## src/rtl/dreg_universal.sv

```systemverilog
// WIDTH-bit clocked register with hold, parallel load, shift and rotate.
// Qb and Zero are decoded from the stored value; Qa and SerOut are registered.
module dreg_universal #(
    parameter int               WIDTH     = 8,
    parameter logic [WIDTH-1:0] RST_VAL   = '0,
    parameter bit               ROTATE_EN = 1'b1
) (
    input  logic             clk,
    input  logic             rst,
    input  logic             Enable,
    input  logic [1:0]       Mode,
    input  logic             Dir,
    input  logic [WIDTH-1:0] D,
    input  logic             SerInL,
    input  logic             SerInR,
    output logic [WIDTH-1:0] Qa,
    output logic [WIDTH-1:0] Qb,
    output logic             SerOut,
    output logic             Zero
);

    logic [WIDTH-1:0] qa_q;
    logic [WIDTH-1:0] qa_d;
    logic             serout_q;
    logic             serout_d;

    // Next-state selection; Mode/Dir/D are only looked at when Enable is high,
    // so unknown values on them while disabled cannot reach the register.
    always_comb begin
        qa_d     = qa_q;
        serout_d = serout_q;
        if (Enable) begin
            case (Mode)
                2'b00: begin
                    qa_d     = qa_q;
                    serout_d = serout_q;
                end
                2'b01: begin
                    qa_d     = D;
                    serout_d = 1'b0;
                end
                2'b10: begin
                    if (Dir) begin
                        qa_d     = {SerInR, qa_q[WIDTH-1:1]};
                        serout_d = qa_q[0];
                    end else begin
                        qa_d     = {qa_q[WIDTH-2:0], SerInL};
                        serout_d = qa_q[WIDTH-1];
                    end
                end
                2'b11: begin
                    if (!ROTATE_EN) begin
                        qa_d     = qa_q;
                        serout_d = serout_q;
                    end else if (Dir) begin
                        qa_d     = {qa_q[0], qa_q[WIDTH-1:1]};
                        serout_d = qa_q[0];
                    end else begin
                        qa_d     = {qa_q[WIDTH-2:0], qa_q[WIDTH-1]};
                        serout_d = qa_q[WIDTH-1];
                    end
                end
                default: begin
                    qa_d     = qa_q;
                    serout_d = serout_q;
                end
            endcase
        end else begin
            qa_d     = qa_q;
            serout_d = serout_q;
        end
    end

    // State register; reset wins over Enable and Mode.
    always_ff @(posedge clk) begin
        if (rst) begin
            qa_q     <= RST_VAL;
            serout_q <= 1'b0;
        end else begin
            qa_q     <= qa_d;
            serout_q <= serout_d;
        end
    end

    assign Qa     = qa_q;
    assign Qb     = ~qa_q;
    assign SerOut = serout_q;
    assign Zero   = (qa_q == {WIDTH{1'b0}});

endmodule
```

## config.mk

```make
export PLATFORM = sky130hd
export DESIGN_NAME = dreg_universal
export DESIGN_NICKNAME = d
export VERILOG_FILES = /design/src/rtl/dreg_universal.sv
export SDC_FILE = /design/constraint.sdc
export NUM_CORES = 1
export LEC_CHECK = 0
export ABC_AREA = 1
export BUFFER_PORTS_ARGS = -buffer_cell sky130_fd_sc_hd__buf_4
export CAP_MARGIN = 20
export CORE_MARGIN = 2
export CORE_UTILIZATION = 45
export CTS_CLUSTER_SIZE = 8
export DETAILED_ROUTE_END_ITERATION = 8
export HOLD_SLACK_MARGIN = 0.05
export PLACE_DENSITY = 0.84
export SKIP_CTS_REPAIR_TIMING = 1
export SYNTH_ARGS = -nofsm -noshare
export SYNTH_HDL_FRONTEND = slang
export SYNTH_SLANG_ARGS = --single-unit
export TNS_END_PERCENT = 100
```

## constraint.sdc

```tcl
create_clock -name clk -period 2.7 [get_ports clk]
set_input_delay 0.675 -clock clk [delete_from_list [all_inputs] [get_ports clk]]
set_output_delay 0.675 -clock clk [all_outputs]
set_load 0.03 [all_outputs]
```

== Yosys cells after proc, flatten, opt, wreduce, memory -nomap -nowiden ==
Index checks and enable logic that the tools add are counted.
Storage, ports and cells
  logic and storage cells: 16
  flip-flop bits (word level): 9
Cells by class
  bitwise gates (word level): 2
  eq/ne operators: 3
  reduce and logical (&&, ||, !) cells: 4
  mux-type cells: 5
Operator list (count)
  8-bit case mux with 3 select lines: 1
  8-bit two-way mux: 2
  8-bit zero test: 1
  8-bit NOT: 1
  2-bit == test (second input constant): 2
  2-bit by 1-bit == test with 1-bit output (second input constant): 1
  2-bit zero test: 1
  1-bit case mux with 2 select lines: 1
  2-bit AND reduction: 1
  2-bit OR reduction: 1
  1-bit two-way mux: 1
  1-bit NOT: 1

== Depth between registers and ports, before layout ==
  depth in word-level cells: 3
  mapped depth: 8

== Least setup slack after synthesis ==
No wires, ideal clock.
  path kind: reg-to-output
  start point: reg qa_q[0] (netlist: Qa[0])
  end point: out Zero
  slack: 0.776 ns
  arrival: 1.249 ns
  path buffers: 0
  cell stages (with the launch flop): 4
  cell sequence: dfxtp_1 inv_1 nand4_1 nor2_1
Between the ends
  longest elaborated chain between the ends: 1
RTL lines
  from (decl): RTL line 22  | logic [WIDTH-1:0] qa_q;
  from (signal assigned): RTL line 80  | qa_q <= qa_d;
  8-bit zero test: RTL line 88  | assign Zero = (qa_q == {WIDTH{1'b0}});
  to (decl): RTL line 19  | output logic Zero
No other way between the ends.

== Final worst setup path ==
  start point: reg qa_q[2] (netlist: Qa[2])
  end point: out Zero
The elaborated chain is that of the path after synthesis.

==> results.sh <==
export IMPL_drv_slew=0
export IMPL_worstPathArrival_ps=1150
export IMPL_rows=13
export IMPL_cp_max_fo=5
export IMPL_area_growth_pct=43.7
export IMPL_syn_area_um2=616
export IMPL_fin_util=0.688
export IMPL_fp_dieW_um=41.0
export IMPL_drive_gt1_frac=0.269
export IMPL_finalHoldViolations=0
export IMPL_vias=780
export IMPL_dp_final_hpwl_um=1400
export IMPL_syn_nets=127
export IMPL_fin_crit_sh=0.676
export IMPL_min_path_type="register to register"
export IMPL_grt_max_degree=13
export IMPL_htreeDepth=1
export IMPL_tightestPinTransition_ps=225
export IMPL_gr_total_overflow=0
export IMPL_avgSynthCellArea_um2=5.55
export IMPL_final_setup_tns_ps=0
export IMPL_cts_buffers=3
export IMPL_via_per_inst=4.88
export IMPL_first_global_vias=637
export IMPL_nFillCells=129
export IMPL_drt_pre_antenna_iters=4
export IMPL_nets=162
export IMPL_clock_fmax_mhz=548
export IMPL_rsz0062_at_grt="no"
export IMPL_dpl_instance_area_um2=858
export IMPL_cp_end_kind="primary output"
export IMPL_status="finished, final reports clean"
export IMPL_yosys_warnings=0
export IMPL_initial_core_util=0.479
export IMPL_place_congestion=0.817
export IMPL_io_buffers=33
export IMPL_yosysUniqueCellTypes=14
export IMPL_cts_root_buf="clkbuf_4"
export IMPL_final_setup_worst_slack_ps=875
export IMPL_cts_tree="built"
export IMPL_pin_count=34
export IMPL_clk_insertion_delay_late_ps=260
export IMPL_core_um2=1280
export IMPL_p_leak_uw=0.000498
export IMPL_final_instance_count_excl_fill=160
export IMPL_multiInputGateArea_um2=348
export IMPL_track_usage=0.253
export IMPL_antenna_found_initial=0
export IMPL_drc=0
export IMPL_drt_total_wl_um=1770
export IMPL_ir_drop_mv=0.279
export IMPL_syn_inst=111
export IMPL_maxCapViolCount=0
export IMPL_dpl_cell_count=156
export IMPL_insertedDiodeCount=0
export IMPL_clkSlewWorstSetupHoldPaths_ps=60
export IMPL_setup_viol=0
export IMPL_seqCellArea_um2=180
export IMPL_final_common_cell="buf_4"
export IMPL_path_class="register to primary output"
export IMPL_dieArea_um2=1680
export IMPL_fin_worst_skew_ps=5.07
export IMPL_drt_first_iter_violations=34
export IMPL_place_worst_setup_slack_ps=1180
export IMPL_cp_data_required_time_ps=2030
export IMPL_ys_seq_area_frac=0.293
export IMPL_final_cell_area_um2=885
export IMPL_slew_limit_headroom=0.850
export IMPL_cts_sinks=9
export IMPL_fp_dieH_um=41.0
export IMPL_power_density_nw_per_um2=473
export IMPL_grt_pass1_wl_um=2720
export IMPL_fin_crit_ps=1820
export IMPL_worst_setup_path_start_kind="register"
export IMPL_ys_ff_latch=9
export IMPL_drt_wirelength_per_cell_um=11.1
export IMPL_antenna_left=0
export IMPL_final_cell_mix="buf_4 (33), nand2_1 (31), nor2_1 (30)"
export IMPL_cts_buffer_depth=2
registers in the layout, indices dropped and copies added (netlist names):
name and cells:
SerOut 1, Qa 8
power by group:
| part | internal (µW) | switching, µW | total (µW) |
|---|---|---|---|
| combinational | 60.6 | 97.6 | 158 |
| sequential | 143 | 12.5 | 155 |
| clock | 57.0 | 47.6 | 105 |
| total | 260 | 158 | 418 |
Yosys cell counts:
| cell | n | share of area |
|---|---|---|
| a21oi_1 | 3 | 0.024 |
| buf_2 | 1 | 0.0081 |
| buf_4 | 1 | 0.012 |
| buf_6 | 1 | 0.018 |
| dfxtp_1 | 9 | 0.29 |
| inv_1 | 15 | 0.091 |
| inv_2 | 2 | 0.012 |
| nand2_1 | 31 | 0.19 |
| nand3_1 | 3 | 0.024 |
| nand4_1 | 2 | 0.020 |
| nor2_1 | 30 | 0.18 |
| o21ai_0 | 6 | 0.049 |
| o21ai_1 | 6 | 0.049 |
| o21ai_4 | 1 | 0.026 |
final timing paths:
path / cells past startpoint / to / from / slack [ps]
hold / removal: 2 / SerOut$_SDFFE_PP0P_ / SerOut$_SDFFE_PP0P_ / 460
setup / recovery: 4 / Zero / Qa[2]$_SDFFE_PP0P_ / 880
setup reg to reg: 4 / Qa[6]$_SDFFE_PP0P_ / Qa[5]$_SDFFE_PP0P_ / 1810
hold reg to reg: 2 / SerOut$_SDFFE_PP0P_ / SerOut$_SDFFE_PP0P_ / 460
critical path, cell delays in order (launching register included):
cell and delay (ps):
dfxtp_1 360, inv_1 90, nand4_1 140, nor2_1 130, buf_4 160
layer usage:
metal,part of all wire,GRT usage,vias up,wire length (µm)
li1,-,-,407,-
met1,0.44,0.302,331,788
met2,0.45,0.426,38,792
met3,0.095,0.0489,4,168
met4,0.014,0.125,0,25
met5,0,0,-,0
through the flow:
| stage | power, µW | hold slack [ps] |
|---|---|---|
| 2_1_floorplan | 253 | 584 |
| 3_3_place_gp | 313 | 454 |
| 3_5_place_dp | 316 | 456 |
| 4_1_cts | 421 | 466 |
| 5_1_grt | 443 | 480 |
| 6_report | 418 | 464 |
cells by family after synthesis:
logic type	Yosys count	share of synthesized area
DFF	9	0.293
AOI/OAI and AO/OA	16	0.148
buffers and inverters	20	0.142
and+or+nand+nor	66	0.417
cell type report:
cell class                      instances  area share
Multi-Input combinational cell         82       0.393
Inverter                               17      0.0721
Tap cell                               15      0.0212
Sequential cell                         9       0.204
Clock buffer                            4      0.0297
Timing Repair Buffer                   33       0.280
Power figures use the tool's default switching activity.
